$ cat config.mk
export PLATFORM = sky130hd
export DESIGN_NAME = debug_commit_queue
export DESIGN_NICKNAME = d
export VERILOG_FILES = /design/src/rtl/debug_commit_queue.sv
export SDC_FILE = /design/constraint.sdc
export NUM_CORES = 1
export LEC_CHECK = 0
export ABC_CLOCK_PERIOD_IN_PS = 14000
export CORE_UTILIZATION = 35
export DETAILED_ROUTE_END_ITERATION = 7
export PLACE_DENSITY_LB_ADDON = 0.2
export SLEW_MARGIN = 0
export SYNTH_ARGS = -nofsm -noshare
export SYNTH_HDL_FRONTEND = slang
export SYNTH_SLANG_ARGS = --single-unit
$ cat constraint.sdc
create_clock -name clk -period 14 [get_ports clk]
set_input_delay 1.4 -clock clk [delete_from_list [all_inputs] [get_ports clk]]
set_output_delay 1.4 -clock clk [all_outputs]
set_load 0.02 [all_outputs]
$ cat src/rtl/debug_commit_queue.sv
// Commit-trace queue: captures up to two retiring register writes per cycle
// and hands them to a debug consumer in program order through a valid/ready head.
module debug_commit_queue #(
    parameter int          DEPTH  = 8,
    parameter logic [31:0] END_PC = 32'hbfc00100
) (
    input  logic                     clk,
    input  logic                     reset,
    input  logic [31:0]              wb_pc0,
    input  logic [31:0]              wb_pc1,
    input  logic [3:0]               wb_rf_wen0,
    input  logic [3:0]               wb_rf_wen1,
    input  logic [4:0]               wb_rf_wnum0,
    input  logic [4:0]               wb_rf_wnum1,
    input  logic [31:0]              wb_rf_wdata0,
    input  logic [31:0]              wb_rf_wdata1,
    output logic                     out_valid,
    input  logic                     out_ready,
    output logic [31:0]              out_pc,
    output logic [3:0]               out_wen,
    output logic [4:0]               out_wnum,
    output logic [31:0]              out_wdata,
    output logic                     stall_req,
    output logic [$clog2(DEPTH):0]   count,
    output logic                     overflow,
    output logic                     end_seen
);

    localparam int PTR_W = $clog2(DEPTH);
    localparam int CNT_W = PTR_W + 1;

    typedef struct packed {
        logic [31:0] pc;
        logic [3:0]  wen;
        logic [4:0]  wnum;
        logic [31:0] wdata;
    } entry_t;

    entry_t           mem_r [DEPTH];
    logic [PTR_W-1:0] wr_ptr_r;
    logic [PTR_W-1:0] rd_ptr_r;
    logic [CNT_W-1:0] count_r;
    logic             overflow_r;
    logic             end_seen_r;

    entry_t           slot0_s;
    entry_t           slot1_s;
    entry_t           head_s;
    logic [PTR_W-1:0] wr_ptr1_s;
    logic [CNT_W-1:0] space_s;
    logic [CNT_W-1:0] count_next_s;
    logic             q0_s;
    logic             q1_s;
    logic             pop_s;
    logic             push0_s;
    logic             push1_s;
    logic             drop_s;
    logic             end_hit_s;

    assign slot0_s = '{pc: wb_pc0, wen: wb_rf_wen0, wnum: wb_rf_wnum0, wdata: wb_rf_wdata0};
    assign slot1_s = '{pc: wb_pc1, wen: wb_rf_wen1, wnum: wb_rf_wnum1, wdata: wb_rf_wdata1};

    // Qualification, space accounting (a pop frees a slot in the same cycle) and push/drop decisions
    always_comb begin
        q0_s      = (|wb_rf_wen0) && (wb_rf_wnum0 != 5'd0) && !end_seen_r;
        q1_s      = (|wb_rf_wen1) && (wb_rf_wnum1 != 5'd0) && !end_seen_r;
        pop_s     = (count_r != {CNT_W{1'b0}}) && out_ready;
        space_s   = CNT_W'(DEPTH) - count_r + CNT_W'(pop_s);
        push0_s   = q0_s && (space_s != {CNT_W{1'b0}});
        if (push0_s) begin
            push1_s = q1_s && (space_s >= CNT_W'(2));
        end else begin
            push1_s = q1_s && (space_s != {CNT_W{1'b0}});
        end
        if (push0_s) begin
            wr_ptr1_s = wr_ptr_r + PTR_W'(1);
        end else begin
            wr_ptr1_s = wr_ptr_r;
        end
        drop_s       = (q0_s && !push0_s) || (q1_s && !push1_s);
        count_next_s = count_r + CNT_W'(push0_s) + CNT_W'(push1_s) - CNT_W'(pop_s);
        end_hit_s    = (wb_pc0 == END_PC) || (wb_pc1 == END_PC);
        if (count_r != {CNT_W{1'b0}}) begin
            head_s = mem_r[rd_ptr_r];
        end else begin
            head_s = '0;
        end
    end

    // Control state: pointers, occupancy and sticky status flags
    always_ff @(posedge clk) begin
        if (reset) begin
            wr_ptr_r   <= {PTR_W{1'b0}};
            rd_ptr_r   <= {PTR_W{1'b0}};
            count_r    <= {CNT_W{1'b0}};
            overflow_r <= 1'b0;
            end_seen_r <= 1'b0;
        end else begin
            wr_ptr_r   <= wr_ptr_r + PTR_W'(push0_s) + PTR_W'(push1_s);
            rd_ptr_r   <= rd_ptr_r + PTR_W'(pop_s);
            count_r    <= count_next_s;
            overflow_r <= overflow_r | drop_s;
            end_seen_r <= end_seen_r | end_hit_s;
        end
    end

    // Entry storage; contents need no reset because count gates every read
    always_ff @(posedge clk) begin
        if (!reset && push0_s) begin
            mem_r[wr_ptr_r] <= slot0_s;
        end
        if (!reset && push1_s) begin
            mem_r[wr_ptr1_s] <= slot1_s;
        end
    end

    assign out_valid = (count_r != {CNT_W{1'b0}});
    assign out_pc    = head_s.pc;
    assign out_wen   = head_s.wen;
    assign out_wnum  = head_s.wnum;
    assign out_wdata = head_s.wdata;
    assign stall_req = (CNT_W'(DEPTH) - count_r) < CNT_W'(2);
    assign count     = count_r;
    assign overflow  = overflow_r;
    assign end_seen  = end_seen_r;

endmodule

==> run_results.csv <==
group,metric,value,unit
logic_synthesis,ys_seq_elements,596,
logic_synthesis,ys_async_sr_fraction,0,%
sta,worst_clock_skew,0.02299,ns
power_and_ir_drop,power_leakage,0.01238,uW
clock_network,clock_latency,0.62,ns
die,dieWidth,301.1,um
placement,port_buffers,229,
run_status,status,"complete, but fails checks",
detailed_routing,wl_per_cell,27.67,um
clock_network,ctsHtreeMaxLevel,3,
power_and_ir_drop,power.density,202.0,mW/mm2
logic_synthesis,synth.cell_area,0.03130,mm2
sta,rsz0062_at_grt,"no",
layout,final_nets,2123,
setup_path,critPathMaxFanout,39,
setup_path,worstSetupPathType,"flip-flop to flip-flop",
sta,finalMaxSlewViolations,0,
clock_network,cts-root-buf,"clkbuf_16",
clock_network,cts_setup_buffers,0,
logic_synthesis,yosysMostFrequentCell,"edfxtp_1",
sta,finalWorstSetupSlack,8.165,ns
placement,place_congestion,0.7439,
detailed_routing,final_antenna_net_count,0,
logic_synthesis,postSynthAreaPerCell,17.98,um2
global_routing,overflow,0,
layout,stdcell_area,0.03705,mm2
power_and_ir_drop,switching_share,33.88,%
placement,dp.final_hpwl,51530,um
setup_path,cpPeakStageDelay,0.68,ns
placement,post_dp_cell_area,0.03472,mm2
layout,drive_gt1_share,44.49,%
logic_synthesis,synth_area_leaders,"edfxtp_1 56%, mux2_2 13%, mux4_2 11%",
clock_network,cts_resized,0,
sta,finalSetupViolCount,0,
global_routing,antenna_found_initial,11,
clock_network,cts_hold_buf,0,
clock_network,clkSlewWorstSetupHoldPaths,0.06,ns
power_and_ir_drop,p_clk_share,24.9,%
detailed_routing,drc,42,
layout,fin_util,41.86,%
setup_path,path_buf_inv,5,
sta,hold_violations,0,
detailed_routing,routed_wl,88100,um
sta,period_share,41.68,%
logic_synthesis,syn_nets,1905,
die,coreArea,0.08851,mm2
layout,fillCellCount,7824,
detailed_routing,drt-vias-per-instance,5.413,
logic_synthesis,synth-main-ff-cell,"edfxtp_1",
power_and_ir_drop,pwr-share-seq,36.1,%
global_routing,grt_pass1_wl,127700,um
job,drv_cap,0,
setup_path,worst_ep_required_time,14.24,ns
setup_path,crit_family,"buffers and inverters",
logic_synthesis,netlist.area_leader.share,56.03,%
detailed_routing,drt_iter0_drc,1266,
detailed_routing,dr_total_vias,17240,
global_routing,grt_pass1_vias,18470,
logic_synthesis,synth_largest_area_cell,"edfxtp_1",
logic_synthesis,synth_edf_count,584,
logic_synthesis,yosys-top-cells-count,"584 x edfxtp_1, 374 x mux2_2, 210 x mux2_4",
clock_network,tritoncts.num_buffers,72,
layout,areaGrowthSynthToFinish,18.37,%
power_and_ir_drop,comb_power_share,39.1,%
worst_hold_path,min_path_type,"flip-flop to flip-flop",
logic_synthesis,synth_cell_type_count,55,
run_status,failed_checks,"design-rule violations",
sta,fmax,171.4,MHz
die,die-height,301.1,um
setup_path,cpMaxStageDelayCell,"buf_4",
power_and_ir_drop,p_switching,2535,uW
setup_path,arrival,6.07,ns
die,num_io_pins,230,
setup_path,startpoint_type,"flip-flop",
sta,tightest_slew,1.094,ns
sta,slew_headroom,27.09,%
detailed_routing,drt_pass1_iterations,7,
logic_synthesis,ys_seq_area_share,56.79,%
setup_path,cp_cell_sequence,"inv_1, ha_1, and2_4, inv_1, and2_1, ha_1, ha_1, xor2_1, nor3_2, a21oi_4, inv_1, a21oi_1, o211a_4, o21bai_4, buf_4, buf_4",
setup_path,end_kind,"flip-flop",
logic_synthesis,yosysWarnings,0,
logic_synthesis,syn_inst,1741,
clock_network,cts_tree,"built",
die,core.rowCount,109,
clock_network,cts_sinks,596,
power_and_ir_drop,totalPowerFinal,7482,uW
die,dieArea,0.09063,mm2
sta,period_minus_slack,5.835,ns
clock_network,ctsLongestPathBuffers,3,
placement,place_ws,7.732,ns
die,initial_core_util,35.36,%
power_and_ir_drop,max-vdd-ir-drop,0.1417,mV
global_routing,grt_usage,19.40,%
power_and_ir_drop,power.internal,4948,uW
global_routing,grt_max_degree,55,
sta,fin_tns_setup,0,ns
cell type report:
cell class	count	area (um2)	share of cell area [%]
sequential	596	17790	48.01
multi-input combinational	1016	12890	34.80
timing repair buffer	262	2540	6.855
clock buffer	92	1908	5.150
tap	1165	1458	3.934
clock inverter	37	407.9	1.101
inverter	11	41.29	0.1114
antenna	5	12.51	0.03377
registers in the layout, summed over array words and instances (netlist names):
signal,flops
rd_ptr_r,3
end_seen,1
overflow,1
mem_r,584
count,4
wr_ptr_r,3
layout by cell type (no fill, tap or decap), types with 4 or more instances in the layout:
| master | n |
|---|---|
| buf_4 | 33 |
| a21oi_1 | 5 |
| xnor2_1 | 5 |
| clkdlybuf4s50_1 | 229 |
| dfxtp_1 | 9 |
| nand2_1 | 13 |
| edfxtp_1 | 584 |
| nor2_1 | 86 |
| diode_2 | 5 |
| nand4_1 | 6 |
| inv_1 | 10 |
| mux2_2 | 374 |
| o21ai_0 | 5 |
| bufinv_16 | 7 |
| clkbuf_16 | 73 |
| clkinv_1 | 11 |
| nor2b_1 | 5 |
| mux4_2 | 146 |
| nor4b_1 | 4 |
| nor3_1 | 4 |
| clkbuf_1 | 18 |
| mux2_4 | 210 |
| or3_1 | 5 |
| ha_1 | 12 |
| nor4_1 | 12 |
| clkinv_2 | 14 |
| mux2i_1 | 76 |
power groups by stage:
stage,registers [uW],clock network [uW],logic (uW)
after floorplan,2740,0,1900
after global placement,2720,0,2970
after detailed placement,2740,0,2990
after CTS,2710,1900,3000
after global routing,2740,1970,3120
final,2700,1860,2920
stage by stage:
stage | instances | hold slack (ns)
after floorplan | 1741 | 0.5701
after global placement | 3050 | 0.5922
final | 3184 | 0.6070
after detailed placement | 3050 | 0.5846
after CTS | 3179 | 0.5965
after global routing | 3182 | 0.6419
path summary, 6_finish.rpt:
kind | cells past startpoint | start | end | slack [ns]
hold reg to reg | 2 | overflow | overflow | 0.61
setup reg to reg | 16 | count[1] | mem_r[3][43] | 8.17
setup / recovery | 16 | count[1] | mem_r[3][43] | 8.17
hold / removal | 2 | overflow | overflow | 0.61
metal layers:
layer	routed length (um)	track usage [%]
met5	63	0
met4	1814	5.427
met3	4078	3.177
met2	45580	34.21
met1	36560	24.43
worst reg2reg max path, stage by stage (launching register included):
cell      delay [ns]
dfxtp_1         0.33
inv_1           0.15
ha_1            0.24
and2_4          0.56
inv_1           0.14
and2_1          0.32
ha_1            0.26
ha_1            0.21
xor2_1          0.31
nor3_2          0.12
a21oi_4         0.26
inv_1           0.16
a21oi_1         0.28
o211a_4         0.61
o21bai_4        0.24
buf_4           0.53
buf_4           0.70
cell families after synthesis:
kind of cell,Yosys count,share of synthesized area (%)
multiplexers,806,36.46
flip-flops,596,56.79
buffers and inverters,129,2.518
adder cells (fa/ha/maj),15,0.6715
AO/OA/AOI/OAI,30,0.7635
XOR/XNOR,10,0.3877
AND/OR/NAND/NOR,155,2.402
No activity file was read; power rests on OpenSTA's default activity.
